<file path="config.mk">
export PLATFORM = sky130hd
export DESIGN_NAME = add_arbiter_flat
export DESIGN_NICKNAME = d
export VERILOG_FILES = /design/src/rtl/add_arbiter_if.sv /design/src/rtl/add_arbiter.sv /design/src/flat_wrapper.sv
export SDC_FILE = /design/constraint.sdc
export NUM_CORES = 1
export LEC_CHECK = 0
export CAP_MARGIN = 20
export CORE_MARGIN = 3
export CORE_UTILIZATION = 32
export DETAILED_ROUTE_END_ITERATION = 12
export GPL_TIMING_DRIVEN = 0
export HOLD_SLACK_MARGIN = 0.02
export PLACE_DENSITY = 0.75
export SYNTH_ARGS = -nofsm -noshare
export SYNTH_HDL_FRONTEND = slang
export SYNTH_SLANG_ARGS = --single-unit
</file>
<file path="constraint.sdc">
create_clock -name clk -period 11.6 [get_ports clk]
set_input_delay 2.9 -clock clk [delete_from_list [all_inputs] [get_ports clk]]
set_output_delay 2.9 -clock clk [all_outputs]
set_load 0.05 [all_outputs]
</file>
<file path="src/rtl/add_arbiter_if.sv">
// add_arbiter_if: requester/consumer bus of add_arbiter; slave = arbiter, master = requesters and consumer (z_carry only with ADD_ARBITER_CARRY_EN)
interface add_arbiter_if;
  logic [3:0] req;
  logic [3:0] gnt;
  logic [31:0] a0, a1, a2, a3;
  logic [31:0] b0, b1, b2, b3;
  logic [31:0] z;
  logic z_valid;
  logic [1:0] z_id;
  logic z_ready;
  logic [15:0] op_count;
`ifdef ADD_ARBITER_CARRY_EN
  logic z_carry;
`endif
  modport master(
`ifdef ADD_ARBITER_CARRY_EN
    input z_carry,
`endif
    output req, a0, a1, a2, a3, b0, b1, b2, b3, z_ready,
    input gnt, z, z_valid, z_id, op_count
  );
  modport slave(
`ifdef ADD_ARBITER_CARRY_EN
    output z_carry,
`endif
    input req, a0, a1, a2, a3, b0, b1, b2, b3, z_ready,
    output gnt, z, z_valid, z_id, op_count
  );
endinterface

</file>
<file path="src/rtl/add_arbiter.sv">
// add_arbiter: round-robin arbiter sharing one 32-bit adder among 4 requesters; ports clk, reset_n (async, active-low), bus (add_arbiter_if.slave); optional z_carry with ADD_ARBITER_CARRY_EN
module add_arbiter (
  input logic clk,
  input logic reset_n,
  add_arbiter_if.slave bus
);
  typedef enum logic {EMPTY, FULL} state_t;
`ifdef ADD_ARBITER_CARRY_EN
  localparam int W = 33;
  logic carry_q, carry_d;
`else
  localparam int W = 32;
`endif
  state_t state_q, state_d;
  logic [1:0] ptr_q, ptr_d, win, z_id_q, z_id_d;
  logic [31:0] z_q, z_d, sel_a, sel_b;
  logic [W-1:0] sum;
  logic [15:0] cnt_q, cnt_d;
  logic grant, accept;
  always_comb begin
    win = ptr_q;
    for (int i = 3; i >= 0; i--) win = bus.req[ptr_q + 2'(i)] ? ptr_q + 2'(i) : win;
    accept = state_q == FULL && bus.z_ready;
    grant = reset_n && |bus.req && (state_q == EMPTY || bus.z_ready);
    sel_a = win == 2'd0 ? bus.a0 : win == 2'd1 ? bus.a1 : win == 2'd2 ? bus.a2 : bus.a3;
    sel_b = win == 2'd0 ? bus.b0 : win == 2'd1 ? bus.b1 : win == 2'd2 ? bus.b2 : bus.b3;
    sum = W'(sel_a) + W'(sel_b);
    state_d = grant ? FULL : accept ? EMPTY : state_q;
    ptr_d = grant ? win + 2'd1 : ptr_q;
    z_d = grant ? sum[31:0] : z_q;
    z_id_d = grant ? win : z_id_q;
`ifdef ADD_ARBITER_CARRY_EN
    carry_d = grant ? sum[32] : carry_q;
`endif
    cnt_d = cnt_q + 16'(accept);
  end
  always_ff @(posedge clk or negedge reset_n) begin
    if (!reset_n) begin
      state_q <= EMPTY;
      ptr_q <= '0;
      z_q <= '0;
      z_id_q <= '0;
      cnt_q <= '0;
`ifdef ADD_ARBITER_CARRY_EN
      carry_q <= 1'b0;
`endif
    end else begin
      state_q <= state_d;
      ptr_q <= ptr_d;
      z_q <= z_d;
      z_id_q <= z_id_d;
      cnt_q <= cnt_d;
`ifdef ADD_ARBITER_CARRY_EN
      carry_q <= carry_d;
`endif
    end
  end
  assign bus.gnt = grant ? 4'b0001 << win : 4'b0000;
  assign bus.z = z_q;
  assign bus.z_valid = state_q == FULL;
  assign bus.z_id = z_id_q;
  assign bus.op_count = cnt_q;
`ifdef ADD_ARBITER_CARRY_EN
  assign bus.z_carry = carry_q;
`endif
endmodule

</file>
<file path="src/flat_wrapper.sv">
// flat-port wrapper written by rule: the top's interface ports become plain ports
module add_arbiter_flat 
  (clk, reset_n, bus_req, bus_a0, bus_a1, bus_a2, bus_a3, bus_b0, bus_b1, bus_b2, bus_b3, bus_z_ready, bus_gnt, bus_z, bus_z_valid, bus_z_id, bus_op_count);
  add_arbiter_if bus_i ();
  input logic clk;
  input logic reset_n;
  input wire logic [$bits(bus_i.req)-1:0] bus_req;
  input wire logic [$bits(bus_i.a0)-1:0] bus_a0;
  input wire logic [$bits(bus_i.a1)-1:0] bus_a1;
  input wire logic [$bits(bus_i.a2)-1:0] bus_a2;
  input wire logic [$bits(bus_i.a3)-1:0] bus_a3;
  input wire logic [$bits(bus_i.b0)-1:0] bus_b0;
  input wire logic [$bits(bus_i.b1)-1:0] bus_b1;
  input wire logic [$bits(bus_i.b2)-1:0] bus_b2;
  input wire logic [$bits(bus_i.b3)-1:0] bus_b3;
  input wire logic [$bits(bus_i.z_ready)-1:0] bus_z_ready;
  output wire logic [$bits(bus_i.gnt)-1:0] bus_gnt;
  output wire logic [$bits(bus_i.z)-1:0] bus_z;
  output wire logic [$bits(bus_i.z_valid)-1:0] bus_z_valid;
  output wire logic [$bits(bus_i.z_id)-1:0] bus_z_id;
  output wire logic [$bits(bus_i.op_count)-1:0] bus_op_count;
  assign bus_i.req = bus_req;
  assign bus_i.a0 = bus_a0;
  assign bus_i.a1 = bus_a1;
  assign bus_i.a2 = bus_a2;
  assign bus_i.a3 = bus_a3;
  assign bus_i.b0 = bus_b0;
  assign bus_i.b1 = bus_b1;
  assign bus_i.b2 = bus_b2;
  assign bus_i.b3 = bus_b3;
  assign bus_i.z_ready = bus_z_ready;
  assign bus_gnt = bus_i.gnt;
  assign bus_z = bus_i.z;
  assign bus_z_valid = bus_i.z_valid;
  assign bus_z_id = bus_i.z_id;
  assign bus_op_count = bus_i.op_count;
  add_arbiter u_core (.clk(clk), .reset_n(reset_n), .bus(bus_i));
endmodule
</file>
After elaboration in Yosys (flattened, before gate mapping)
Index checks and enable logic that the tools add are counted.
{ "totals": {"output_inout_bits": 55, "wordCells": 47, "ff_bits": 53, "input_bits": 263} }
{ "op_classes": {"shift": 1, "addsub": 6, "reduce_logical": 7, "bitwise": 1, "n_eq_ne": 2, "muxes": 21, "order_cmp": 4} }
{ "op_table": {"columns": ["op", "n"], "rows": [
  ["32-bit two-way mux", 6],
  ["32-bit adder", 1],
  ["16-bit by 1-bit adder with 16-bit output", 1],
  ["2-bit by 3-bit less-than comparator with 1-bit output (second input constant)", 4],
  ["1-bit binary-select mux with 2-bit select", 4],
  ["2-bit two-way mux", 4],
  ["1-bit two-way mux", 6],
  ["2-bit by 1-bit adder with 2-bit output (second input constant)", 2],
  ["2-bit adder (second input constant)", 2],
  ["4-bit two-way mux", 1],
  ["4-bit OR reduction", 1],
  ["1-bit by 2-bit << shifter with 4-bit output (first input constant)", 1],
  ["1-bit logical AND", 3],
  ["2-bit by 1-bit equality test with 1-bit output (second input constant)", 1],
  ["2-bit equality test (second input constant)", 1],
  ["2-bit logical NOT", 1],
  ["2-bit nonzero test", 1],
  ["1-bit logical OR", 1],
  ["1-bit NOT", 1]
]} }

Longest topological paths before layout
{ "depth": {"ltp_word": 12, "ltp_mapped": 20, "ltp_nobuf": 18} }

Worst setup path before layout
OpenSTA, ideal clock, no wires.
{ "synth_path": {"path_kind": "input-to-output", "startpoint": "input bus_req[2]", "endpoint": "output bus_gnt[1]", "path_stages": 8, "path_slack_ns": 3.723, "required_time_ns": 8.700, "arrival_ns": 4.977, "n_path_buf": 3, "cell_sequence": "nor2b_1 -> a221o_1 -> o22ai_1 -> ha_1 -> clkbuf_1 -> clkbuf_1 -> clkbuf_1 -> and2_1"} }
{ "synth_via": {"elab_chain_len": 8, "elab_cells_between_ends": 17, "classes_between": "shift: 1; mux: 13; reduce/logical: 3"} }
{ "synth_rtl": {"columns": ["item", "line_no", "source"], "rows": [
  ["start: declaration", "flat_wrapper.sv:7", "input wire logic [$bits(bus_i.req)-1:0] bus_req;"],
  ["1-bit binary-select mux with 2-bit select", "add_arbiter.sv:22", "for (int i = 3; i >= 0; i--) win = bus.req[ptr_q + 2'(i)] ? ptr_q + 2'(i) : win;"],
  ["1-bit two-way mux (implied by the code)", "add_arbiter.sv:22", null],
  ["2-bit two-way mux (4 in series)", "add_arbiter.sv:22", null],
  ["1-bit by 2-bit << shifter with 4-bit output", "add_arbiter.sv:58", "assign bus.gnt = grant ? 4'b0001 << win : 4'b0000;"],
  ["4-bit two-way mux *", "add_arbiter.sv:58", null],
  ["end: declaration", "flat_wrapper.sv:17", "output wire logic [$bits(bus_i.gnt)-1:0] bus_gnt;"]
]} }
Every way passes the cells marked *; elsewhere a longest branch is shown, timed or not. The select of a mux whose other input is x is not followed.

Final worst setup path
{ "layout_path": {"startpoint": "input bus_req[0]", "endpoint": "output bus_gnt[1]"} }
The elaborated chain is that of the path after synthesis.

==> run summary <==
STATUS
-------------------------------------------------------------------------------------
Result of the run                                                        finished, final reports clean

FLOW RUN
-------------------------------------------------------------------------------------
Max-cap violations                                                                  0

CTS
-------------------------------------------------------------------------------------
Clock-pin slew on the worst setup and hold paths                              0.06 ns
Longest Clk Path Bufs                                                               2
Number of buffers added by the clock tree synthesis step                            5
H-Tree Level Count                                                                  2
Clock Tree Root                                                             clkbuf_16
Number of instances resized during post-cts repair                                  0
TritonCTS clock tree                                                            built
Number of post-CTS setup repair buffers                                             0
Number of clock sinks                                                              53
Source-to-sink clock delay at the later pin of the worst-skew pair            0.28 ns
Hold Buf Count CTS                                                                  0

STA
-------------------------------------------------------------------------------------
Setup violations, final                                                             0
RSZ-0062 raised after global routing                                               no
Slew Limit Fails                                                                    0
Max-Slew Margin vs Limit                                                        43.1%
Hold_ws                                                                      0.470 ns
Achievable clock frequency                                                  0.102 GHz
Crit path setup slack, layout                                                 1.80 ns
Final setup TNS                                                                  0 ns
Skew final                                                                 0.00495 ns
Number of endpoints with negative hold slack in the final report                    0
Tmin final                                                                    9.80 ns
Worst Tran Pin Value                                                         0.853 ns
Share of the clock period used by the worst path after layout                   84.5%

LOGIC SYNTHESIS
-------------------------------------------------------------------------------------
Number of standard cells after synthesis                                          801
Number of storage elements in the synthesis netlist                                53
Post-synthesis share of cell area spent on and, or, nand and nor gates          20.3%
Adder-cell share of the synthesized area                                        8.26%
Leading post-synthesis cells by cell area                                dfrtp_1 (23%), mux2i_1 (11%), nand2_1 (8.5%)
Ys flop type                                                                  dfrtp_1
Top cells by instance count after synthesis                              nand2_1 (133), a21oi_1 (97), o21ai_0 (91), nor2_1 (84), mux2i_1 (63)
Most frequent cell after synthesis                                            nand2_1
Cell area after synthesis                                                    5840 um2
Post-synthesis compound-gate area fraction                                      26.6%
Synthesized area divided by synthesized cell count                           7.30 um2
Share of Yosys cell area claimed by the top area cell type                      22.7%
Count of yosys warnings during synthesis                                            0
Multiplexer area fraction after synthesis                                       10.8%
Most area-hungry cell type in the Yosys netlist                               dfrtp_1
Post-synthesis cell type count                                                     63
Share of synthesized area occupied by flip-flops and latches                    22.7%
Xor-xnor portion of the synthesized cell area                                   6.59%
Dominant combinational cell family by area after synthesis               compound AO/OA/AOI/OAI gates
EDFF count, synth                                                                   0
Post-synthesis async set-or-reset flop share                                     100%
Post-synth net total                                                            1,102

MIN PATH
-------------------------------------------------------------------------------------
Worst Hold Depth                                                                    1
Classification of the worst-slack hold path                              register to register

PLACE
-------------------------------------------------------------------------------------
Half-perimeter wire length of the detailed placement result                   20.4 mm
GP Congestion                                                                   0.903
Worst slack at placement                                                      1.74 ns
Count of input and output buffers                                                 317

GLOBAL ROUTING
-------------------------------------------------------------------------------------
Vias in the first global route                                                  6,905
GRT Residual Overflow                                                               0
GRT Util Overall                                                                22.7%
Pin count of the biggest net entering global routing                               34
Initial antenna violation count                                                     1
Wire length of the first global-routing pass                                  36.3 mm

FLOORPLANNING
-------------------------------------------------------------------------------------
Ports placed on the boundary                                                      318
Effective utilization at floorplan                                              33.2%
Cell Rows                                                                          48
Die height                                                                     141 um
Floorplan core area                                                        17,600 um2
Die span in x                                                                  141 um
Floorplan die area                                                         19,900 um2

DRT
-------------------------------------------------------------------------------------
WL per Instance                                                               17.5 um
Number of vias after detailed routing                                           6,949
Per-cell via count in the routed design                                          5.14
DR iter-0 viols                                                                   361
Count of nets left with antenna violations after detail routing                     0
Final routed wirelength across all metal layers                               23.7 mm
Count of unresolved DRC violations after routing                                    0
DRT Pass-1 Iters                                                                    6

FINAL LAYOUT
-------------------------------------------------------------------------------------
Area growth from synthesis to layout                                            62.4%
Post-layout utilization of the core                                             53.9%
Share of post-route cells with drive strength above 1                           2.66%
Fill cell total of the finished layout                                          1,707
Number of nets in the layout                                                    1,427

PWR
-------------------------------------------------------------------------------------
Pwr per Cell Area                                                          289 nW/um2
Overall power after layout                                                    2.74 mW
Leak pwr                                                                      3.88 nW
Maximum vdd ir drop                                                          0.171 mV

CRITICAL PATH
-------------------------------------------------------------------------------------
Required @ worst endpoint                                                     8.70 ns
Logic depth of the worst register-to-register path                                 18
Element type at the critical path end                                      output pin
Critical Path Start Type                                                    input pin
Worst-path maximum fanout                                                          10
Data arrival time of the critical path                                        6.90 ns
Worst setup path class                                                   input pin to output pin

## through the flow
| step | std cells | area (um2) |
|---|---|---|
| final | 1353 | 9490 |
| after global routing | 1353 | 9490 |
| after CTS | 1352 | 9490 |
| after detailed placement | 1344 | 9310 |
| after global placement | 1343 | 9300 |
| after floorplan | 801 | 5840 |
## power by group
part / internal [mW] / switching (mW) / total (mW)
sequential: 0.259 / 0.0430 / 0.302
combinational: 0.851 / 1.42 / 2.27
clock: 0.108 / 0.0630 / 0.171
total: 1.22 / 1.53 / 2.74
## final cells by class
cell class / instances / area [um2] / share of cell area (%)
well taps: 225 / 282 / 2.97
clock inverters: 1 / 30.0 / 0.316
diodes: 1 / 2.50 / 0.0264
flip-flops and latches: 53 / 1330 / 14.0
multi-input cells: 685 / 4240 / 44.7
clock buffers: 7 / 143 / 1.50
plain buffers: 49 / 221 / 2.33
inverters: 14 / 52.6 / 0.554
repair buffers: 318 / 3190 / 33.6
## registers in the layout, indices dropped and copies added, names as in the netlist
register	cells
u_core.bus.z	32
u_core.bus.z_valid	1
u_core.ptr_q	2
u_core.bus.z_id	2
u_core.bus.op_count	16
## kinds of logic after synthesis
kind of cell,after synthesis
and+or+nand+nor,274
AOI/OAI and AO/OA,266
buffers and inverters,63
muxes,63
DFF,53
xor gates and xnor gates,44
adders and majority gates,38
## layout by cell type (no fill, tap or decap), types with 5 or more instances in the layout
cell	Yosys	final
buf_1	7	7
and3_1	5	5
o211ai_1	5	5
a21oi_1	97	97
ha_1	37	37
nor3_1	7	7
clkbuf_16	0	5
and2_1	8	8
o21ai_0	91	91
nor2b_1	6	6
xnor2_1	24	24
nand3_1	8	8
inv_1	12	12
clkdlybuf4s50_1	0	316
clkbuf_1	35	36
mux2i_1	63	63
nand2_1	133	133
xor2_1	20	20
dfrtp_1	53	53
nand4_1	8	8
nor2_1	84	84
a21o_1	16	16
o21ai_1	13	13
## worst max-delay path: stages
cell	delay, ns
clkdlybuf4s50_1	0.58
nor2_1	0.08
a221o_1	0.34
o22ai_1	0.31
ha_1	0.21
clkbuf_1	0.48
clkbuf_1	0.47
clkbuf_1	0.50
and2_1	0.22
clkdlybuf4s50_1	0.80
## per-layer routing
metal	vias to the layer above	GRT usage (%)	wire length, um
met5	-	0	0
met1	3150	29.8	10200
met2	277	39.0	11500
met4	0	5.76	491
met3	28	3.77	1530
li1	3494	-	-
## path summary, 6_finish.rpt
check | startpoint | end | slack (ns)
setup / recovery | bus_req[0] | bus_gnt[1] | 1.80
hold / removal | u_core.bus.op_count[15] | u_core.bus.op_count[15] | 0.47
setup reg to reg | u_core.ptr_q[1] | u_core.bus.z[28] | 6.08
hold reg to reg | u_core.bus.op_count[15] | u_core.bus.op_count[15] | 0.47
max in group asynchronous | reset_n | u_core.bus.z_id[1] | 8.48
min in group asynchronous | reset_n | u_core.bus.z[5] | 2.58
No activity file was read; power rests on OpenSTA's default activity.
